File: src/rtl/mac_host_pkg.sv
// Shared types and constants for the serial MAC host initiator.
package mac_host_pkg;

    localparam int OP_W  = 8;
    localparam int RES_W = 20;

    localparam int DEF_STROBE_LO = 4;
    localparam int DEF_STROBE_HI = 2;
    localparam int DEF_SYNC_LAT  = 2;
    localparam int DEF_TIMEOUT   = 4096;

    typedef enum logic [3:0] {
        ST_IDLE,
        ST_LOAD_LO,
        ST_LOAD_HI,
        ST_START,
        ST_WAIT_FIN,
        ST_SETTLE,
        ST_READ_LO,
        ST_READ_HI,
        ST_RESP
    } state_t;

endpackage

File: src/rtl/mac_serial_host_if.sv
// Request/response handshake bundle for the serial MAC host.
interface mac_serial_host_if;
    import mac_host_pkg::*;

    logic             req_valid;
    logic             req_ready;
    logic [OP_W-1:0]  req_a;
    logic [OP_W-1:0]  req_b;
    logic             req_acc;
    logic             rsp_valid;
    logic             rsp_ready;
    logic [RES_W-1:0] rsp_result;
    logic             rsp_carry;
    logic             rsp_timeout;

    modport slave (
        input  req_valid, req_a, req_b, req_acc, rsp_ready,
        output req_ready, rsp_valid, rsp_result, rsp_carry, rsp_timeout
    );

    modport master (
        output req_valid, req_a, req_b, req_acc, rsp_ready,
        input  req_ready, rsp_valid, rsp_result, rsp_carry, rsp_timeout
    );

endinterface

File: src/rtl/mac_host_sync.sv
// SYNC_LAT-deep flop chain for the asynchronous chip_* inputs.
module mac_host_sync #(
    parameter int SYNC_LAT = 2,
    parameter int W        = 3
) (
    input  logic         clock,
    input  logic         reset_n,
    input  logic [W-1:0] i_d,
    output logic [W-1:0] o_q
);

    logic [W-1:0] r_stage [SYNC_LAT];

    // Shift each input through the synchroniser chain.
    always_ff @(posedge clock or negedge reset_n) begin
        if (!reset_n) begin
            for (int unsigned k = 0; k < SYNC_LAT; k++) r_stage[k] <= '0;
        end else begin
            r_stage[0] <= i_d;
            for (int unsigned k = 1; k < SYNC_LAT; k++) r_stage[k] <= r_stage[k-1];
        end
    end

    assign o_q = r_stage[SYNC_LAT-1];

endmodule

File: src/rtl/mac_serial_host.sv
// Host-side initiator: serialises operands to the MAC chip, pulses START,
// waits for Finish and shifts the 20-bit result back in LSB-first.
module mac_serial_host
    import mac_host_pkg::*;
#(
    parameter int STROBE_LO = DEF_STROBE_LO,
    parameter int STROBE_HI = DEF_STROBE_HI,
    parameter int SYNC_LAT  = DEF_SYNC_LAT,
    parameter int TIMEOUT   = DEF_TIMEOUT
) (
    input  logic              clock,
    input  logic              reset_n,
    mac_serial_host_if.slave  bus,
    output logic              chip_a_bit,
    output logic              chip_b_bit,
    output logic              chip_strobe,
    output logic              chip_start,
    output logic              chip_do_next,
    input  logic              chip_sout,
    input  logic              chip_finish,
    input  logic              chip_carry
);

    localparam int CNT_W = $clog2(TIMEOUT + STROBE_LO + STROBE_HI + SYNC_LAT + 4);

    state_t           r_state, w_next;
    logic [CNT_W-1:0] r_cnt, w_cnt_nx;
    logic [4:0]       r_idx, w_idx_nx;
    logic [OP_W-1:0]  r_a, r_b, w_a_nx, w_b_nx;
    logic [RES_W-1:0] r_res, w_res_nx;
    logic             r_acc, w_acc_nx;
    logic             r_carry, w_carry_nx;
    logic             r_tmo, w_tmo_nx;
    logic             r_alive;
    logic             w_sout_s, w_fin_s, w_carry_s;
    logic             w_loading;

    mac_host_sync #(.SYNC_LAT(SYNC_LAT), .W(3)) u_sync (
        .clock   (clock),
        .reset_n (reset_n),
        .i_d     ({chip_sout, chip_finish, chip_carry}),
        .o_q     ({w_sout_s, w_fin_s, w_carry_s})
    );

    // State and datapath registers; r_alive holds req_ready low through reset.
    always_ff @(posedge clock or negedge reset_n) begin
        if (!reset_n) begin
            r_state <= ST_IDLE;
            r_cnt   <= '0;
            r_idx   <= '0;
            r_a     <= '0;
            r_b     <= '0;
            r_res   <= '0;
            r_acc   <= 1'b0;
            r_carry <= 1'b0;
            r_tmo   <= 1'b0;
            r_alive <= 1'b0;
        end else begin
            r_state <= w_next;
            r_cnt   <= w_cnt_nx;
            r_idx   <= w_idx_nx;
            r_a     <= w_a_nx;
            r_b     <= w_b_nx;
            r_res   <= w_res_nx;
            r_acc   <= w_acc_nx;
            r_carry <= w_carry_nx;
            r_tmo   <= w_tmo_nx;
            r_alive <= 1'b1;
        end
    end

    // Next-state and datapath updates for load, start, readout and response.
    always_comb begin
        w_next     = r_state;
        w_cnt_nx   = r_cnt;
        w_idx_nx   = r_idx;
        w_a_nx     = r_a;
        w_b_nx     = r_b;
        w_res_nx   = r_res;
        w_acc_nx   = r_acc;
        w_carry_nx = r_carry;
        w_tmo_nx   = r_tmo;
        case (r_state)
            ST_IDLE: begin
                if (bus.req_valid && bus.req_ready) begin
                    w_next     = ST_LOAD_LO;
                    w_a_nx     = bus.req_a;
                    w_b_nx     = bus.req_b;
                    w_acc_nx   = bus.req_acc;
                    w_cnt_nx   = '0;
                    w_idx_nx   = '0;
                    w_res_nx   = '0;
                    w_carry_nx = 1'b0;
                    w_tmo_nx   = 1'b0;
                end
            end
            ST_LOAD_LO: begin
                if (r_cnt == CNT_W'(STROBE_LO - 1)) begin
                    w_next   = ST_LOAD_HI;
                    w_cnt_nx = '0;
                end else begin
                    w_cnt_nx = r_cnt + 1'b1;
                end
            end
            ST_LOAD_HI: begin
                if (r_cnt == CNT_W'(STROBE_HI - 1)) begin
                    w_cnt_nx = '0;
                    w_idx_nx = r_idx + 1'b1;
                    w_a_nx   = {r_a[OP_W-2:0], 1'b0};
                    w_b_nx   = {r_b[OP_W-2:0], 1'b0};
                    w_next   = (r_idx == 5'(OP_W - 1)) ? ST_START : ST_LOAD_LO;
                end else begin
                    w_cnt_nx = r_cnt + 1'b1;
                end
            end
            ST_START: begin
                w_cnt_nx = '0;
                w_next   = ST_WAIT_FIN;
            end
            ST_WAIT_FIN: begin
                if (w_fin_s) begin
                    w_next   = ST_SETTLE;
                    w_cnt_nx = '0;
                end else if (r_cnt == CNT_W'(TIMEOUT - 1)) begin
                    w_next     = ST_RESP;
                    w_tmo_nx   = 1'b1;
                    w_res_nx   = '0;
                    w_carry_nx = 1'b0;
                end else begin
                    w_cnt_nx = r_cnt + 1'b1;
                end
            end
            ST_SETTLE: begin
                if (r_cnt == CNT_W'(SYNC_LAT + 1)) begin
                    w_carry_nx = w_carry_s;
                    w_next     = ST_READ_LO;
                    w_cnt_nx   = '0;
                    w_idx_nx   = '0;
                end else begin
                    w_cnt_nx = r_cnt + 1'b1;
                end
            end
            ST_READ_LO: begin
                if (r_cnt == CNT_W'(STROBE_LO - 1)) begin
                    // Shifting in from the top leaves the first sample in bit 0.
                    w_res_nx = {w_sout_s, r_res[RES_W-1:1]};
                    w_cnt_nx = '0;
                    w_next   = (r_idx == 5'(RES_W - 1)) ? ST_RESP : ST_READ_HI;
                end else begin
                    w_cnt_nx = r_cnt + 1'b1;
                end
            end
            ST_READ_HI: begin
                if (r_cnt == CNT_W'(STROBE_HI - 1)) begin
                    w_cnt_nx = '0;
                    w_idx_nx = r_idx + 1'b1;
                    w_next   = ST_READ_LO;
                end else begin
                    w_cnt_nx = r_cnt + 1'b1;
                end
            end
            ST_RESP: begin
                if (bus.rsp_ready) begin
                    w_next   = ST_IDLE;
                    w_tmo_nx = 1'b0;
                    w_acc_nx = 1'b0;
                end
            end
            default: w_next = ST_IDLE;
        endcase
    end

    assign w_loading       = (r_state == ST_LOAD_LO) || (r_state == ST_LOAD_HI);
    assign chip_a_bit      = w_loading & r_a[OP_W-1];
    assign chip_b_bit      = w_loading & r_b[OP_W-1];
    assign chip_strobe     = (r_state == ST_LOAD_HI) || (r_state == ST_READ_HI);
    assign chip_start      = (r_state == ST_START) || (r_state == ST_WAIT_FIN);
    assign chip_do_next    = r_acc;

    assign bus.req_ready   = r_alive && (r_state == ST_IDLE) && !w_fin_s;
    assign bus.rsp_valid   = (r_state == ST_RESP);
    assign bus.rsp_result  = r_res;
    assign bus.rsp_carry   = r_carry;
    assign bus.rsp_timeout = r_tmo;

endmodule

File: src/flat_wrapper.sv
// flat-port wrapper written by rule: the top's interface ports become plain ports
module mac_serial_host_flat import mac_host_pkg::*;
#(
    parameter int STROBE_LO = DEF_STROBE_LO,
    parameter int STROBE_HI = DEF_STROBE_HI,
    parameter int SYNC_LAT  = DEF_SYNC_LAT,
    parameter int TIMEOUT   = DEF_TIMEOUT
)
  (clock, reset_n, chip_a_bit, chip_b_bit, chip_strobe, chip_start, chip_do_next, chip_sout, chip_finish, chip_carry, bus_req_valid, bus_req_a, bus_req_b, bus_req_acc, bus_rsp_ready, bus_req_ready, bus_rsp_valid, bus_rsp_result, bus_rsp_carry, bus_rsp_timeout);
  mac_serial_host_if bus_i ();
  input  logic clock;
  input  logic reset_n;
  output logic chip_a_bit;
  output logic chip_b_bit;
  output logic chip_strobe;
  output logic chip_start;
  output logic chip_do_next;
  input  logic chip_sout;
  input  logic chip_finish;
  input  logic chip_carry;
  input wire logic [$bits(bus_i.req_valid)-1:0] bus_req_valid;
  input wire logic [$bits(bus_i.req_a)-1:0] bus_req_a;
  input wire logic [$bits(bus_i.req_b)-1:0] bus_req_b;
  input wire logic [$bits(bus_i.req_acc)-1:0] bus_req_acc;
  input wire logic [$bits(bus_i.rsp_ready)-1:0] bus_rsp_ready;
  output wire logic [$bits(bus_i.req_ready)-1:0] bus_req_ready;
  output wire logic [$bits(bus_i.rsp_valid)-1:0] bus_rsp_valid;
  output wire logic [$bits(bus_i.rsp_result)-1:0] bus_rsp_result;
  output wire logic [$bits(bus_i.rsp_carry)-1:0] bus_rsp_carry;
  output wire logic [$bits(bus_i.rsp_timeout)-1:0] bus_rsp_timeout;
  assign bus_i.req_valid = bus_req_valid;
  assign bus_i.req_a = bus_req_a;
  assign bus_i.req_b = bus_req_b;
  assign bus_i.req_acc = bus_req_acc;
  assign bus_i.rsp_ready = bus_rsp_ready;
  assign bus_req_ready = bus_i.req_ready;
  assign bus_rsp_valid = bus_i.rsp_valid;
  assign bus_rsp_result = bus_i.rsp_result;
  assign bus_rsp_carry = bus_i.rsp_carry;
  assign bus_rsp_timeout = bus_i.rsp_timeout;
  mac_serial_host #(.STROBE_LO(STROBE_LO), .STROBE_HI(STROBE_HI), .SYNC_LAT(SYNC_LAT), .TIMEOUT(TIMEOUT)) u_core (.clock(clock), .reset_n(reset_n), .bus(bus_i), .chip_a_bit(chip_a_bit), .chip_b_bit(chip_b_bit), .chip_strobe(chip_strobe), .chip_start(chip_start), .chip_do_next(chip_do_next), .chip_sout(chip_sout), .chip_finish(chip_finish), .chip_carry(chip_carry));
endmodule
File: config.mk
export PLATFORM = sky130hd
export DESIGN_NAME = mac_serial_host_flat
export DESIGN_NICKNAME = d
export VERILOG_FILES = /design/src/rtl/mac_host_pkg.sv /design/src/rtl/mac_serial_host_if.sv /design/src/rtl/mac_host_sync.sv /design/src/rtl/mac_serial_host.sv /design/src/flat_wrapper.sv
export SDC_FILE = /design/constraint.sdc
export NUM_CORES = 1
export LEC_CHECK = 0
export ABC_AREA = 1
export CAP_MARGIN = 40
export CORE_UTILIZATION = 57
export CTS_BUF_LIST = sky130_fd_sc_hd__clkbuf_8
export CTS_CLUSTER_SIZE = 40
export DETAILED_ROUTE_END_ITERATION = 8
export GPL_TIMING_DRIVEN = 0
export PLACE_DENSITY = 0.83
export REMOVE_ABC_BUFFERS = 1
export SYNTH_ARGS = -nofsm -noshare
export SYNTH_HDL_FRONTEND = slang
export SYNTH_SLANG_ARGS = --single-unit
export TNS_END_PERCENT = 5
File: constraint.sdc
create_clock -name clock -period 2.44 [get_ports clock]
set_clock_uncertainty 0.15 [all_clocks]
set_input_delay 0.488 -clock clock [delete_from_list [all_inputs] [get_ports clock]]
set_output_delay 0.488 -clock clock [all_outputs]
set_load 0.01 [all_outputs]
==> flow_summary.ini <==
[run]
drv_cap = 0

[sta]
min_period_over_period = 0.9723
finalHoldViolCount = 0
slew_violations = 0
setup-violations-final = 0
max_freq_mhz = 421.5
period_needed_ns = 2.372
whs_ns = 0.2061
grt_setup_unrepaired = yes

[floorplan]
dieArea_sq_um = 6936
initial_core_util = 0.5931
pin_count = 53
num_rows = 29
die_w_um = 83.29
core_sq_um = 6350
die_h_um = 83.29

[grt]
grtUsageTotal = 0.2471
grt_max_degree = 37
antenna_found_initial = 0
grt_pass1_wl_um = 13990
grt_overflow = 0
grt_pass1_vias = 3192

[cts]
clk_path_buf_depth = 2
insertion_delay_ns = 0.34
cts_made_buffers = 9
cts_max_level = 3
clk_pin_slew_ns = 0.08
cts_tree = done
cts_root_buf = clkbuf_8
clock-sinks = 68

[worst_setup_path]
slowest_delay_ns = 0.47
cp_slowest_cell = dfrtp_2
reg2reg_slack_ns = 0.20
crit_path_max_fanout = 5
crit_chain = inv_2 -> nand2_1 -> nor2_2 -> nand2_1 -> a21oi_1 -> dlygate4sd2_1
worstPathArrival_ns = 1.73
required_ns = 1.80
cp_common_cell = nand2_1
r2r-start = u_core.r_cnt[0]
crit_type = reg -> out
r2r-end = u_core.bus.rsp_result[12]
crit_path_start_kind = flip-flop
r2r_cells = 9
end_kind = output port

[min_path]
whs_endpoint = u_core.u_sync.o_q[1]
min-delay-start = u_core.u_sync.r_stage[4]
hold_path_depth = 0
hold_class = reg -> reg

[final_layout]
n_fill_cell = 508
syn2layout_area_growth_pct = 21.69
final_area_sq_um = 4583
num_antenna_cells = 0
nNetsFinal = 573
post-route-util = 0.7218
final_common_cell = nand2_1
layout-drive-gt1-share = 0.1162
final_cell_mix = nand2_1, dfrtp_1, clkdlybuf4s50_1

[power]
p_leak_nw = 2.253
power_switching_mw = 1.868
cell_internal_pwr_mw = 2.368
ir_drop_uv = 744.1
seq_power_share = 0.350
switching_share = 0.4410
power.total_mw = 4.236
power.clock.fraction = 0.220
powerDensity_nw_per_um2 = 924.3
pwr-share-comb = 0.431

[drt]
antenna_left = 0
dr.first_iter.drc_count = 222
viasPerCell = 5.350
vias = 3360
wl_per_cell_um = 12.97
routed_wl_um = 8146
firstDrtPassIters = 5
drc = 0

[synthesis]
yosys.area_share.simple = 0.3595
synth.distinct_cells = 34
syn_avg_cell_area_sq_um = 7.608
syn-cell-area_sq_um = 3766
synthFlopType = dfrtp_1
synth-xor-area-share = 0.02093
ys_warn_count = 0
ys_async_sr_fraction = 1.000
synthCells = 495
synth_top_family_by_area = simple AND/OR/NAND/NOR gates
muxShareOfSynthArea = 0
synth_edf_count = 0
synth-seq-cells = 68
synth_compound_area_frac = 0.08073
synth_fa_ha_area_frac = 0.009967
ys_seq_area_frac = 0.4518

[place]
gp_congestion = 0.9051
place_area_sq_um = 4300
io_buffers = 52
dp_hpwl_um = 5583

[status]
status = finished clean
-- final cells by class --
cell class / count / area [sq um] / area share
timing repair buffer: 55 / 555.5 / 0.1212
sequential: 68 / 1705 / 0.3721
inverter: 49 / 191.4 / 0.04177
clock inverter: 7 / 75.07 / 0.01638
tap: 77 / 96.34 / 0.02102
multi-input combinational: 363 / 1836 / 0.4005
clock buffer: 9 / 123.9 / 0.02703
-- metal layers --
metal	vias up	track usage	wire (um)
met5	-	0	0
met4	0	0.09875	178
met3	19	0.04573	308
met2	90	0.4151	4039
met1	1583	0.3163	3620
li1	1668	-	-
-- worst max-delay path, delay by kind of cell, from the launching register on --
kind	cells	cell delay [ns]
DFF	1	0.47
AOI/OAI and AO/OA	1	0.17
buffers and inverters	2	0.38
and+or+nand+nor	3	0.38
-- how the worst max path moves through the flow --
stage,start,endpoint,slack (ns),cells after the start
final,u_core.r_state[1],chip_b_bit,0.07,6
after global routing,u_core.r_state[1],chip_a_bit,-0.03,6
after CTS,u_core.r_state[3],chip_start,-0.009,6
after detailed placement,u_core.r_state[1],chip_strobe,-0.09,5
after global placement,reset_n,u_core.bus.rsp_result[7],-1.52,1
after floorplan,u_core.r_cnt[0],u_core.bus.rsp_result[0],0.49,9
-- cells by family after synthesis --
logic type      count (synthesis)
flops                          68
compound gates                 55
buf+inv                        64
xor+xnor                        9
fa+ha+maj                       3
simple gates                  295
other cells                     1
-- power by group through the flow --
stage | Combinational, mW | Clock [mW] | Sequential (mW)
CTS | 1.77 | 0.945 | 1.48
detailed placement | 1.74 | 0 | 1.49
floorplan | 1.24 | 0 | 1.46
global route | 2.06 | 0.994 | 1.50
global placement | 1.69 | 0 | 1.48
finish | 1.83 | 0.930 | 1.48
-- cells in the mapped netlist (5+ instances only) --
master,number,area share
nand3_1,34,0.045
o21ai_0,21,0.028
inv_1,36,0.036
nand2_2,6,0.010
nand2_1,181,0.18
o21ai_1,23,0.031
dfrtp_1,68,0.45
nand3b_1,25,0.050
nor2_2,7,0.012
xor2_1,6,0.014
inv_2,12,0.012
buf_2,5,0.0066
a21oi_1,5,0.0066
nor2_1,25,0.025
-- state kept, by name, indices dropped and copies added (netlist names) --
name	flops
u_core.bus.rsp_carry	1
u_core.bus.rsp_result	20
u_core.bus.rsp_timeout	1
u_core.chip_do_next	1
u_core.r_a	8
u_core.r_alive	1
u_core.r_b	8
u_core.r_cnt	13
u_core.r_idx	5
u_core.r_state	4
u_core.u_sync.o_q	3
u_core.u_sync.r_stage	3
-- metrics by stage --
stage | std cells | setup slack [ns] | setup TNS, ns
global placement | 609 | -1.523 | -103.40
finish | 628 | 0.06761 | 0
CTS | 627 | -0.008551 | -0.008551
global route | 628 | -0.02990 | -0.04033
detailed placement | 610 | -0.09469 | -0.1057
floorplan | 480 | 0.4868 | 0
-- what timing repair did --
| item | CTS | global route |
|---|---|---|
| setup endpoints to repair | 5 | 25 |
| hold buffers | 1 | 0 |
| gates resized for setup | 13 | 10 |
| buffers inserted | 0 | 1 |
| hold endpoints to repair | 32 | 0 |
| pin swaps | 1 | 1 |
Power figures use the tool's default switching activity.
